--- config.mk ---
export PLATFORM = sky130hd
export DESIGN_NAME = t5_hsched_flat
export DESIGN_NICKNAME = d
export VERILOG_FILES = /design/src/rtl/t5_pkg.sv /design/src/rtl/t5_hsched_if.sv /design/src/rtl/t5_rrarb.sv /design/src/rtl/t5_hsched.sv /design/src/flat_wrapper.sv
export SDC_FILE = /design/constraint.sdc
export NUM_CORES = 1
export LEC_CHECK = 0
export ABC_CLOCK_PERIOD_IN_PS = 2900
export CORE_ASPECT_RATIO = 0.5
export CORE_MARGIN = 4
export CORE_UTILIZATION = 38
export DETAILED_ROUTE_END_ITERATION = 6
export PLACE_DENSITY = 0.68
export SYNTH_ARGS = -nofsm -noshare
export SYNTH_HDL_FRONTEND = slang
export SYNTH_SLANG_ARGS = --single-unit
--- constraint.sdc ---
create_clock -name sclk -period 2.9 [get_ports sclk]
set_input_delay 0.58 -clock sclk [delete_from_list [all_inputs] [get_ports sclk]]
set_output_delay 0.58 -clock sclk [all_outputs]
set_load 0.005 [all_outputs]
--- src/rtl/t5_pkg.sv ---
// ----------------------------------------------------------------------------
// t5_pkg
// Shared definitions for the hart scheduler: per-hart state encoding,
// hart-id width and the hart count the interface is sized for.
// ----------------------------------------------------------------------------
package t5_pkg;

    // Hart count the interface widths are built for (2-bit hart ids).
    localparam int NHART_C = 4;
    localparam int HIDW    = 2;

    typedef logic [HIDW-1:0] hid_t;

    // Per-hart scheduling state. The encoding is visible on the hstate port.
    typedef enum logic [1:0] {
        HS_IDLE  = 2'd0,
        HS_RUN   = 2'd1,
        HS_WAIT  = 2'd2,
        HS_SLEEP = 2'd3
    } hstate_t;

endpackage

--- src/rtl/t5_hsched_if.sv ---
// ----------------------------------------------------------------------------
// t5_hsched_if
// Pipeline <-> scheduler signal bundle.
//   master : pipeline side, drives enable, hart events and stage hart ids
//   slave  : scheduler side, drives the fetch slot and per-hart state
// Signals:
//   sena          pipeline enable
//   hstart/hwake  per-hart start pulse / wake level
//   dwfi, dhart   decode-stage WFI and its hart
//   xmem, xhart   execute-stage load/store and its hart
//   xbra          execute {taken, exception}
//   mack, mhart   memory response and its hart
//   fvld, fhart   fetch slot valid / selected hart
//   fflush        kill younger instructions of fhart
//   hstate        2-bit state per hart, hart n at [2n+1:2n]
// ----------------------------------------------------------------------------
interface t5_hsched_if;
    import t5_pkg::*;

    logic                 sena;
    logic [NHART_C-1:0]   hstart;
    logic [NHART_C-1:0]   hwake;
    logic                 dwfi;
    hid_t                 dhart;
    logic                 xmem;
    hid_t                 xhart;
    logic [1:0]           xbra;
    logic                 mack;
    hid_t                 mhart;
    logic                 fvld;
    hid_t                 fhart;
    logic                 fflush;
    logic [2*NHART_C-1:0] hstate;

    modport master (
        output sena, hstart, hwake, dwfi, dhart, xmem, xhart, xbra, mack, mhart,
        input  fvld, fhart, fflush, hstate
    );

    modport slave (
        input  sena, hstart, hwake, dwfi, dhart, xmem, xhart, xbra, mack, mhart,
        output fvld, fhart, fflush, hstate
    );

endinterface

--- src/rtl/t5_rrarb.sv ---
// ----------------------------------------------------------------------------
// t5_rrarb
// Combinational round-robin picker over NHART_C requesters.
//   req  in   request vector (one bit per hart)
//   ptr  in   last granted hart; search starts at ptr+1 and wraps 3->0
//   gnt  out  first requesting hart found
//   vld  out  at least one request present
// ----------------------------------------------------------------------------
module t5_rrarb
    import t5_pkg::*;
(
    input  logic [NHART_C-1:0] req,
    input  hid_t               ptr,
    output hid_t               gnt,
    output logic               vld
);

    // Walk from the farthest candidate back to ptr+1 so that the nearest
    // requester overwrites the others; offset NHART_C lands on ptr itself.
    always_comb begin
        gnt = ptr;
        vld = 1'b0;
        for (int i = NHART_C; i >= 1; i--) begin
            hid_t idx;
            idx = ptr + hid_t'(i);
            if (req[idx]) begin
                gnt = idx;
                vld = 1'b1;
            end
        end
    end

endmodule

--- src/rtl/t5_hsched.sv ---
// ----------------------------------------------------------------------------
// t5_hsched
// Fine-grained multithread fetch scheduler: one FSM per hart plus a
// round-robin fetch picker with branch/exception flush override.
//   sclk  in  clock
//   srst  in  synchronous active-high reset
//   bus   slave side of t5_hsched_if (events in, fetch slot and states out)
// Parameters:
//   NHART    number of harts (4 in this release)
//   RSTHART  hart that is RUN out of reset
// ----------------------------------------------------------------------------
module t5_hsched
    import t5_pkg::*;
#(
    parameter int NHART   = 4,
    parameter int RSTHART = 0
) (
    input logic         sclk,
    input logic         srst,
    t5_hsched_if.slave  bus
);

    localparam hid_t RST_ID  = hid_t'(RSTHART);
    localparam hid_t RST_PTR = hid_t'(RSTHART - 1);

    logic [NHART-1:0]   runnxt;
    logic [2*NHART-1:0] hstate_w;
    hid_t               ptr;
    hid_t               gnt;
    logic               gvld;
    logic               fvld_q;
    hid_t               fhart_q;
    logic               fflush_q;
    logic               flush_req;

    for (genvar g = 0; g < NHART; g++) begin : g_hart
        localparam hstate_t RSTVAL = (g == RSTHART) ? HS_RUN : HS_IDLE;

        hstate_t cur;
        hstate_t nxt;
        logic    xmem_me;

        always_ff @(posedge sclk) begin
            if (srst) begin
                cur <= RSTVAL;
            end else begin
                cur <= nxt;
            end
        end

        assign xmem_me = bus.xmem && (bus.xhart == hid_t'(g));

        // A new memory request beats a same-cycle response; WFI is only
        // honoured from RUN, and a pending wake keeps the hart running.
        always_comb begin
            nxt = cur;
            if (bus.sena) begin
                case (cur)
                    HS_IDLE: begin
                        if (bus.hstart[g]) nxt = HS_RUN;
                    end
                    HS_RUN: begin
                        if (xmem_me)
                            nxt = HS_WAIT;
                        else if (bus.dwfi && (bus.dhart == hid_t'(g)) && !bus.hwake[g])
                            nxt = HS_SLEEP;
                    end
                    HS_WAIT: begin
                        if (bus.mack && (bus.mhart == hid_t'(g)) && !xmem_me)
                            nxt = HS_RUN;
                    end
                    HS_SLEEP: begin
                        if (bus.hwake[g]) nxt = HS_RUN;
                    end
                    default: nxt = cur;
                endcase
            end
        end

        // Eligibility looks at next state so a resumed hart fetches at once.
        assign runnxt[g]            = (nxt == HS_RUN);
        assign hstate_w[2*g+1:2*g]  = cur;
    end

    t5_rrarb u_arb (
        .req (runnxt),
        .ptr (ptr),
        .gnt (gnt),
        .vld (gvld)
    );

    assign flush_req = |bus.xbra;

    // Flush steals the slot for xhart and re-seeds the pointer from it;
    // fhart keeps its last value whenever no hart is eligible.
    always_ff @(posedge sclk) begin
        if (srst) begin
            fvld_q   <= 1'b0;
            fhart_q  <= RST_ID;
            fflush_q <= 1'b0;
            ptr      <= RST_PTR;
        end else if (bus.sena) begin
            if (flush_req) begin
                fflush_q <= 1'b1;
                fhart_q  <= bus.xhart;
                fvld_q   <= runnxt[bus.xhart];
                ptr      <= bus.xhart;
            end else begin
                fflush_q <= 1'b0;
                fvld_q   <= gvld;
                if (gvld) begin
                    fhart_q <= gnt;
                    ptr     <= gnt;
                end
            end
        end
    end

    assign bus.fvld   = fvld_q;
    assign bus.fhart  = fhart_q;
    assign bus.fflush = fflush_q;
    assign bus.hstate = hstate_w;

endmodule
--- src/flat_wrapper.sv ---
// flat-port wrapper written by rule: the top's interface ports become plain ports
module t5_hsched_flat import t5_pkg::*;
#(
    parameter int NHART   = 4,
    parameter int RSTHART = 0
)
  (sclk, srst, bus_sena, bus_hstart, bus_hwake, bus_dwfi, bus_dhart, bus_xmem, bus_xhart, bus_xbra, bus_mack, bus_mhart, bus_fvld, bus_fhart, bus_fflush, bus_hstate);
  t5_hsched_if bus_i ();
  input logic sclk;
  input logic srst;
  input wire logic [$bits(bus_i.sena)-1:0] bus_sena;
  input wire logic [$bits(bus_i.hstart)-1:0] bus_hstart;
  input wire logic [$bits(bus_i.hwake)-1:0] bus_hwake;
  input wire logic [$bits(bus_i.dwfi)-1:0] bus_dwfi;
  input wire logic [$bits(bus_i.dhart)-1:0] bus_dhart;
  input wire logic [$bits(bus_i.xmem)-1:0] bus_xmem;
  input wire logic [$bits(bus_i.xhart)-1:0] bus_xhart;
  input wire logic [$bits(bus_i.xbra)-1:0] bus_xbra;
  input wire logic [$bits(bus_i.mack)-1:0] bus_mack;
  input wire logic [$bits(bus_i.mhart)-1:0] bus_mhart;
  output wire logic [$bits(bus_i.fvld)-1:0] bus_fvld;
  output wire logic [$bits(bus_i.fhart)-1:0] bus_fhart;
  output wire logic [$bits(bus_i.fflush)-1:0] bus_fflush;
  output wire logic [$bits(bus_i.hstate)-1:0] bus_hstate;
  assign bus_i.sena = bus_sena;
  assign bus_i.hstart = bus_hstart;
  assign bus_i.hwake = bus_hwake;
  assign bus_i.dwfi = bus_dwfi;
  assign bus_i.dhart = bus_dhart;
  assign bus_i.xmem = bus_xmem;
  assign bus_i.xhart = bus_xhart;
  assign bus_i.xbra = bus_xbra;
  assign bus_i.mack = bus_mack;
  assign bus_i.mhart = bus_mhart;
  assign bus_fvld = bus_i.fvld;
  assign bus_fhart = bus_i.fhart;
  assign bus_fflush = bus_i.fflush;
  assign bus_hstate = bus_i.hstate;
  t5_hsched #(.NHART(NHART), .RSTHART(RSTHART)) u_core (.sclk(sclk), .srst(srst), .bus(bus_i));
endmodule
==> out/qor.yml, run 1 <==
finish:
  final_area_um2: 1550
  diodes: 0
  fin_util_pct: 58.7
  drive_gt1_share_pct: 14.9
  num-nets-final: 198
  synthToLayoutAreaGrowth_pct: 44.8
  multi_input_area_um2: 733
  fillers: 252
  seqCellArea_um2: 280
place:
  placed_area_um2: 1510
  hpwl_um: 2380
  routabilityCongestion: 0.840
  place_ws_ns: 0.00229
  port_buffers: 33
logic_synthesis:
  ys_types: 53
  syn_area_per_cell_um2: 8.09
  ys_ff_latch: 14
  synthMuxAreaShare_pct: 1.87
  synthArstFlopShare_pct: 0
  synthSimpleGateAreaFrac_pct: 31.1
  synth_cells: 132
  ys_seq_area_share_pct: 26.2
  synth-warning-count: 0
  synthFlopType: "dfxtp_1"
  synth_top_family_by_area: "compound AO/OA/AOI/OAI gates"
  synth-edff-count: 0
  synth_fa_ha_area_share_pct: 0
  mappedNetlistNets: 154
  synth_area_um2: 1070
  synth_compound_area_share_pct: 35.6
  synth_xor_area_share_pct: 0
timing:
  hold_ws_ns: 0.484
  period_needed_ns: 2.67
  clock_skew_ns: 0.00554
  final-max-slew-violation-count: 0
  max_slew_margin_pct: 58.9
  setup_ws_ns: 0.231
  max_freq_ghz: 0.375
  setup_viol: 0
  grt_setup_unrepaired: "no"
  post-route-period-util_pct: 92.0
  hold_viol: 0
  finalSetupTns_ns: 0
  worst_pin_slew_ns: 0.615
grt:
  grt_max_degree: 19
  gr-total-overflow: 0
  grt_pass1_vias: 1073
  grt_pass1_wl_um: 5070
  antenna_found_initial: 0
  track_usage_pct: 16.9
routing:
  wirelength_um: 3060
  routedWlPerCell_um: 14.5
  vias: 1176
  drt_iter0_markers: 51
  drt-pass1-iter-count: 4
  via_per_inst: 5.57
  ant_nets: 0
  drc: 0
die:
  die_w_um: 83.0
  core_um2: 2640
  rows: 13
  die-area_um2: 3780
  start_util_pct: 40.6
  die_h_um: 45.5
  io_pins: 34
worst_setup_path:
  endpoint_kind: "flip-flop"
  required_ns: 3.01
  reg2reg_slack_ns: 0.86
  worstPathCellList: "clkdlybuf4s50_1 -> nor2b_1 -> a311oi_1 -> or4_4 -> nor2_8 -> o22ai_1 -> a311oi_1 -> o41ai_1"
  slowest_delay_ns: 0.59
  crit_slowest_cell: "or4_4"
  r2r_end: "u_core.bus.fhart[1]"
  worstSetupStartpointType: "input port"
  regToRegStartpoint: "u_core.g_hart[1].cur[0]"
  cpMostUsedCell: "a311oi_1"
  critPathKind: "in2reg"
  arrival_ns: 2.78
  r2r_cells: 6
  cp_max_fo: 6
pwr:
  peakVddDrop_mv: 0.316
  power_density_nw_per_um2: 364
  total_leakage_power_nw: 0.610
worst_hold_path:
  min_path_cells: 2
  hp-class: "reg2reg"
  min_to: "u_core.bus.fflush"
  hold_path_startpoint: "u_core.bus.fflush"
clock_network:
  clock_latency_ns: 0.24
  cts_root_buf: "clkbuf_8"
  numCtsBuffers: 3
  post_cts_resized: 0
  cts_htree_levels: 1
  cts.clk_slew.worst_paths_ns: 0.06
  cts_hold_buf: 0
  clock_path_buffers: 2
  cts_tree: "yes"
  cts.sinks: 14
  post-cts-setup-buffer-count: 0
run:
  cap_viol_max_count: 0
outcome:
  status: "finished, final reports clean"
state kept, by name (all words and copies together), names as in the netlist:
| name | count |
|---|---|
| u_core.bus.fflush | 1 |
| u_core.bus.fvld | 1 |
| u_core.ptr | 2 |
| u_core.g_hart.cur | 8 |
| u_core.bus.fhart | 2 |
power breakdown:
part           leakage (nW)  total [mW]  internal, mW  switching (mW)
Combinational         0.474       0.182        0.0997          0.0822
Clock                0.0216       0.161        0.0919          0.0688
Sequential            0.115       0.221         0.205          0.0157
Total                 0.610       0.563         0.397           0.167
cells in the mapped netlist (2+ instances only):
library cell	instances	area, um^2
clkbuf_1	2	7.51
a31oi_1	4	25.0
nor2_1	12	45.0
inv_1	9	33.8
nand3b_1	2	15.0
buf_2	2	10.0
nor3_1	2	10.0
nand3_1	2	10.0
dfxtp_1	14	280
nor3b_1	2	15.0
a211oi_1	2	15.0
o21ai_0	4	20.0
o211a_1	2	20.0
a21oi_1	8	40.0
a311oi_1	3	26.3
nand2_1	11	41.3
and2_1	2	12.5
o41ai_1	3	26.3
o31ai_1	3	22.5
nor2b_1	5	31.3
nand2b_1	4	25.0
and3_1	2	12.5
mux2i_1	2	20.0
cell type report:
cell class	count	area share, %
Multi-Input combinational cell	104	47.4
Timing Repair Buffer	44	26.7
Sequential cell	14	18.1
Tap cell	37	2.99
Clock buffer	3	2.67
Inverter	9	2.18
critical path: cells and delay by family:
family,cells,cell delay (ns)
AO/OA/AOI/OAI,4,0.71
buffers and inverters,1,0.50
AND/OR/NAND/NOR,3,0.97
worst max-delay path by stage:
stage              from                   to  slack [ns]
5_1_grt        bus_xmem        u_core.ptr[1]        0.06
6_report       bus_mack  u_core.bus.fhart[1]        0.23
3_5_place_dp   bus_xmem  u_core.bus.fhart[0]       0.002
3_3_place_gp   bus_xmem        u_core.ptr[0]        0.05
4_1_cts        bus_mack  u_core.bus.fhart[1]        0.23
2_1_floorplan  bus_mack      u_core.bus.fvld        0.63
cell usage in the layout, fill, tap and decap left out, drive strengths merged, types with 2 or more instances in the layout:
master,count
dfxtp,14
clkbuf,3
clkdlybuf4s50,33
o21ai,4
and3b,2
nor3,2
and3,2
and2,3
inv,9
a21oi,8
a22oi,2
a31oi,4
buf,11
nand2b,4
o31ai,3
o211a,2
o41ai,5
nand2,11
mux2i,2
a211oi,2
nor2b,5
nand3b,3
nor2,13
a311oi,3
nor3b,2
nand3,2
stage by stage:
step / power, mW / instances
after floorplan: 0.316 / 132
after global placement: 0.401 / 208
after detailed placement: 0.405 / 208
after CTS: 0.566 / 211
after global routing: 0.599 / 211
final: 0.563 / 211
cell families (layout without fill, tap and decap cells):
| family | Yosys count | after routing |
|---|---|---|
| AOI/OAI and AO/OA | 47 | 47 |
| and+or+nand+nor | 55 | 55 |
| DFF | 14 | 14 |
| buffers and inverters | 14 | 56 |
| muxes | 2 | 2 |
layer usage:
metal	up-vias	GRT usage, %	part of all wire [%]
li1	592	-	-
met1	544	22.3	52
met2	38	27.7	41
met3	2	6.32	6.9
met4	0	1.95	0.62
met5	-	0	0
(Power assumes the default switching activity.)
==> run 2, diff against run 1 <==
RECOVER_POWER = 50   (was not set)
TNS_END_PERCENT = 5   (was not set)
==> out/qor.yml, run 2 (synthesis gave the netlist of run 1 again) <==
pwr:
  pwr-share-comb_pct: 31.9  # -0.4 points
  switching_power_mw: 0.166  # -0.21%
  intPower_mw: 0.393  # -0.86%
  total_leakage_power_nw: 0.631  # +3.4%
  peakVddDrop_mv: 0.316  # -0.18%
  swShare_pct: 29.7  # +0.14 points
  finalPower_mw: 0.559  # -0.67%
  p_seq_share_pct: 39.4  # +0.2 points
  power_frac_clock_pct: 28.7  # +0.2 points
  power_density_nw_per_um2: 362  # -0.43%
timing:
  hold_viol: 0  # unchanged
  final-max-slew-violation-count: 0  # unchanged
  max_slew_margin_pct: 59.2  # +0.29 points
  finalSetupTns_ns: 0  # unchanged
  setup_viol: 0  # unchanged
  period_needed_ns: 2.67  # +0.0000790 ns
  clock_skew_ns: 0.00547  # -0.0000722 ns
  max_freq_ghz: 0.375  # about the same
  grt_setup_unrepaired: "no"
  post-route-period-util_pct: 92.0  # about the same
  worst_pin_slew_ns: 0.611  # -0.00430 ns
worst_setup_path:
  endpoint_kind: "flip-flop"
  cp_max_fo: 6  # unchanged
  worstSetupStartpointType: "input port"
  critPathKind: "in2reg"
  reg2reg_slack_ns: 0.86  # about the same
  required_ns: 3.01  # about the same
  r2r_end: "u_core.bus.fhart[1]"
  arrival_ns: 2.78  # about the same
  regToRegStartpoint: "u_core.g_hart[1].cur[0]"
  r2r_cells: 6  # unchanged
worst_hold_path:
  min_to: "u_core.bus.fflush"
  min_path_cells: 2  # unchanged
  hp-class: "reg2reg"
  hold_path_startpoint: "u_core.bus.fflush"
clock_network:
  cts_hold_buf: 0  # unchanged
  numCtsBuffers: 3  # unchanged
  cts.clk_slew.worst_paths_ns: 0.06  # about the same
  clock_path_buffers: 2  # unchanged
  clock_latency_ns: 0.24  # about the same
  cts_tree: "yes"
  post_cts_resized: 0  # unchanged
  cts_root_buf: "clkbuf_8"
  post-cts-setup-buffer-count: 0  # unchanged
  cts.sinks: 14  # unchanged
  cts_htree_levels: 1  # unchanged
routing:
  drt-pass1-iter-count: 4  # unchanged
  ant_nets: 0  # unchanged
  via_per_inst: 5.56  # -0.26%
  vias: 1173  # -0.26%
  wirelength_um: 3040  # -0.91%
  drc: 0  # unchanged
  routedWlPerCell_um: 14.4  # -0.91%
  drt_iter0_markers: 49  # -3.9%
die:
  start_util_pct: 40.6  # unchanged
  rows: 13  # unchanged
  io_pins: 34  # unchanged
  core_um2: 2640  # unchanged
  die_w_um: 83.0  # unchanged
  die_h_um: 45.5  # unchanged
  die-area_um2: 3780  # unchanged
place:
  hpwl_um: 2380  # unchanged
  port_buffers: 33  # unchanged
  routabilityCongestion: 0.840  # unchanged
run:
  cap_viol_max_count: 0  # unchanged
finish:
  final_cell_mix: "clkdlybuf4s50_1 (24), dfxtp_1 (14), nor2_1 (12), nand2_1 (11), buf_4 (10)"
  drive_gt1_share_pct: 14.4  # -0.57 points
  fillers: 252  # unchanged
  top_register: "u_core.g_hart.cur"
  num-nets-final: 198  # unchanged
  largest_reg_flops: 8  # unchanged
  diodes: 0  # unchanged
  synthToLayoutAreaGrowth_pct: 44.5
  layout_commonest_cell: "clkdlybuf4s50_1"
grt:
  grt_max_degree: 19  # unchanged
  grt_pass1_wl_um: 5070  # unchanged
  grt_pass1_vias: 1073  # unchanged
  antenna_found_initial: 0  # unchanged
  gr-total-overflow: 0  # unchanged
  track_usage_pct: 16.9  # unchanged
outcome:
  status: "finished, final reports clean"
-- run 2: critical path, stage by stage --
cell	delay (ns)
clkdlybuf4s50_1	0.50
nor2b_1	0.19
a311oi_1	0.11
or4_4	0.59
nor2_8	0.19
o22ai_1	0.11
a311oi_1	0.36
o41ai_1	0.13
-- run 2: worst max-delay path by stage --
stage          startpoint             endpoint  slack [ns]  cells after the start
6_report         bus_mack  u_core.bus.fhart[1]        0.23                      8
5_1_grt          bus_xmem        u_core.ptr[1]        0.06                      9
4_1_cts          bus_mack  u_core.bus.fhart[1]        0.23                      8
3_5_place_dp     bus_xmem  u_core.bus.fhart[0]       0.002                      8
3_3_place_gp     bus_xmem        u_core.ptr[0]        0.05                      9
2_1_floorplan    bus_mack      u_core.bus.fvld        0.63                      7
-- run 2: power by group through the flow --
stage / logic (mW) / clock network, mW / registers (mW)
2_1_floorplan: 0.0941 / 0 / 0.222
3_3_place_gp: 0.177 / 0 / 0.224
3_5_place_dp: 0.181 / 0 / 0.224
4_1_cts: 0.182 / 0.164 / 0.220
5_1_grt: 0.195 / 0.178 / 0.222
6_report: 0.178 / 0.161 / 0.220
-- run 2: through the flow --
step                hold WS (ns)  area (um^2)  utilization (%)  setup slack (ns)  std cells
CTS                        0.493         1550             58.7             0.231        211
floorplan                  0.477         1070                -             0.633        132
finish                     0.481         1540             58.6             0.231        211
global placement           0.472         1510             57.2            0.0506        208
global route               0.515         1540             58.6            0.0624        211
detailed placement         0.483         1510             57.2           0.00229        208
-- run 2: cell type report --
class / instances / area [um^2] / share of cell area [%]
Multi-Input combinational cell: 104 / 733 / 47.5
Timing Repair Buffer: 44 / 409 / 26.5
Tap cell: 37 / 46.3 / 3.00
Clock buffer: 3 / 41.3 / 2.67
Inverter: 9 / 33.8 / 2.19
Sequential cell: 14 / 280 / 18.2
-- run 2: layer usage --
layer  up-vias  track usage, %  wire length [um]  share of wire (%)
met4         0            1.95                19               0.63
met3         2            6.32               216                7.1
met5         -               0                 0                  0
met2        39            27.7              1260                 41
li1        592               -                 -                  -
met1       540            22.3              1540                 51
==> variant: new RTL, settings of run 1 <==
Reset style: asynchronous (`srst`), changed in 2 clocked blocks. Comments in the files are not updated.
--- a/src/rtl/t5_hsched.sv
+++ b/src/rtl/t5_hsched.sv
@@ -42,3 +42,3 @@
 
-        always_ff @(posedge sclk) begin
+        always_ff @(posedge sclk or posedge srst) begin
             if (srst) begin
@@ -95,3 +95,3 @@
     // fhart keeps its last value whenever no hart is eligible.
-    always_ff @(posedge sclk) begin
+    always_ff @(posedge sclk or posedge srst) begin
         if (srst) begin
Check against the original RTL: differs if srst is asserted again (counterexample within 4 cycles, from zero or initial values and one cycle with srst high); with srst held inactive, the same outputs for 10 cycles.
==> variant against run 1 <==
- register-to-register slack got worse by 0.15 ns
- synthesized cell count decreased by 2.3%
- largest cell class unchanged
- wire length increased by 14%
- worst setup slack got worse by 0.066 ns
- design area increased by 9.6%
- sequential cell count unchanged
- via count increased by 7.7%
- critical path type unchanged
- worst hold slack improved by 0.031 ns
- core utilization increased by 4.1 points
- area after synthesis increased by 5.2%
Power is not compared: it rests on default switching activity, and its combinational part moved more than twofold at a synthesized area within 25%.
==> variant: results (changes against run 1) <==
Setup path
  • Slowest library cell on the worst path: sky130_fd_sc_hd__or4b_4
  • Critical Path Fanout Max: 3 (-3)
  • Worst setup path startpoint: bus_dhart[0]
  • Top cell family by delay on the critical path: compound AO/OA/AOI/OAI gates
  • Largest stage delay, worst path: 0.54 ns (-0.05 ns)
  • Arrival time of data at the critical path endpoint: 2.89 ns (+0.11 ns)
  • Reg-to-reg startpoint: u_core.g_hart[0].cur[0]
  • CP Capture Point: u_core.bus.fhart[0]
  • Crit Reg-Reg Endpoint: u_core.ptr[0]

GRT
  • Number of global-route vias before repair: 1,161 (+8.2%)
  • Tot GR Track Use: 18.8% (+1.8 points)
  • Global-route wire length before repair: 5.69 mm (+12%)
  • Pin count of the biggest net entering global routing: 21 (+2)

Yosys
  • Post-synthesis sequential area ratio: 31.5% (+5.3 points)
  • Cell types occupying the most area after synthesis: sky130_fd_sc_hd__dfrtp_1 24%, sky130_fd_sc_hd__dfstp_2 7.0%, sky130_fd_sc_hd__nor2_1 5.3%
  • Most numerous cell types in the synthesized netlist: 16 x sky130_fd_sc_hd__nor2_1, 12 x sky130_fd_sc_hd__inv_1, 12 x sky130_fd_sc_hd__nand2_1
  • Number of distinct library cells after synthesis: 49 (-7.5%)
  • Number of nets produced by synthesis: 151 (-1.9%)
  • Ys flop type: sky130_fd_sc_hd__dfrtp_1
  • Cells after Synth: 129 (-2.3%)
  • Synth async-reset ratio: 100% (+100 points)

Place
  • Post-Place Setup Slack: -0.0834 ns (-0.0857 ns)
  • Routability congestion estimate: 0.921 (+9.7%)
  • Area post-placement: 1640 sq um (+8.9%)
  • Cells after DPL: 216 (+3.8%)
  • Detailed placement HPWL: 2.73 mm (+15%)

Outcome
  • Status: complete, no violations

STA
  • Hold Slack: 0.514 ns (+0.0306 ns)
  • Post-Route Skew: 0.00552 ns (-0.0000230 ns)
  • Minimum clock period: 2.74 ns (+0.0663 ns)
  • Measured slew at the worst slew-check pin: 0.530 ns (-0.0852 ns)

Drt
  • Total number of vias: 1,267 (+7.7%)
  • Detail-routed via count per cell: 5.76 (+3.3%)
  • Detail-routed net length per standard cell: 15.8 um (+9.0%)

Hold path
  • Number of cells on the worst hold path: 2 (unchanged)
  • Hold_sp: u_core.bus.fhart[0]
  • Min-Delay Endpoint: u_core.bus.fhart[0]

Finish
  • Layout Nets: 206 (+4.0%)
## variant: changes by cell type after synthesis, moves of 3 or more
| cell | before | now |
|---|---|---|
| sky130_fd_sc_hd__dfxtp_1 | 14 | 0 |
| sky130_fd_sc_hd__dfrtp_1 | 0 | 11 |
| sky130_fd_sc_hd__nand4_1 | 0 | 5 |
| sky130_fd_sc_hd__nor2b_1 | 5 | 0 |
| sky130_fd_sc_hd__nor2_1 | 12 | 16 |
| sky130_fd_sc_hd__a21oi_1 | 8 | 5 |
| sky130_fd_sc_hd__a31oi_1 | 4 | 1 |
| sky130_fd_sc_hd__dfstp_2 | 0 | 3 |
| sky130_fd_sc_hd__inv_1 | 9 | 12 |
| sky130_fd_sc_hd__nand4b_1 | 0 | 3 |
| sky130_fd_sc_hd__o22ai_1 | 1 | 4 |
## variant: layout make-up
| type | count | area, sq um | share of cell area [%] |
|---|---|---|---|
| tap | 37 | 46.3 | 2.73 |
| sequential | 14 | 354 | 20.9 |
| inverter | 15 | 57.6 | 3.39 |
| timing repair buffer | 52 | 485 | 28.6 |
| multi-input combinational | 98 | 698 | 41.2 |
| clock buffer | 4 | 55.1 | 3.24 |
## variant: logic make-up (layout without fill, tap and decap cells)
kind of cell,count (synthesis),after routing,synth area share [%]
simple gates,58,58,28.4
mux,3,3,4.12
flops,14,14,31.5
compound gates,37,37,29.5
buf+inv,17,71,6.46
## variant: per-layer routing
layer  global-route usage, %  part of all wire (%)  routed length (um)
met5                       0                     0                   0
met4                    5.05                   1.6                  57
met3                    3.39                   5.5                 192
met2                    30.2                    44                1540
met1                    26.3                    49                1690
## variant: worst min-delay path, cell delays in order, from the launching register on
cell and delay [ns]:
sky130_fd_sc_hd__dfrtp_1 0.36, sky130_fd_sc_hd__nand2_1 0.06, sky130_fd_sc_hd__o31ai_1 0.06
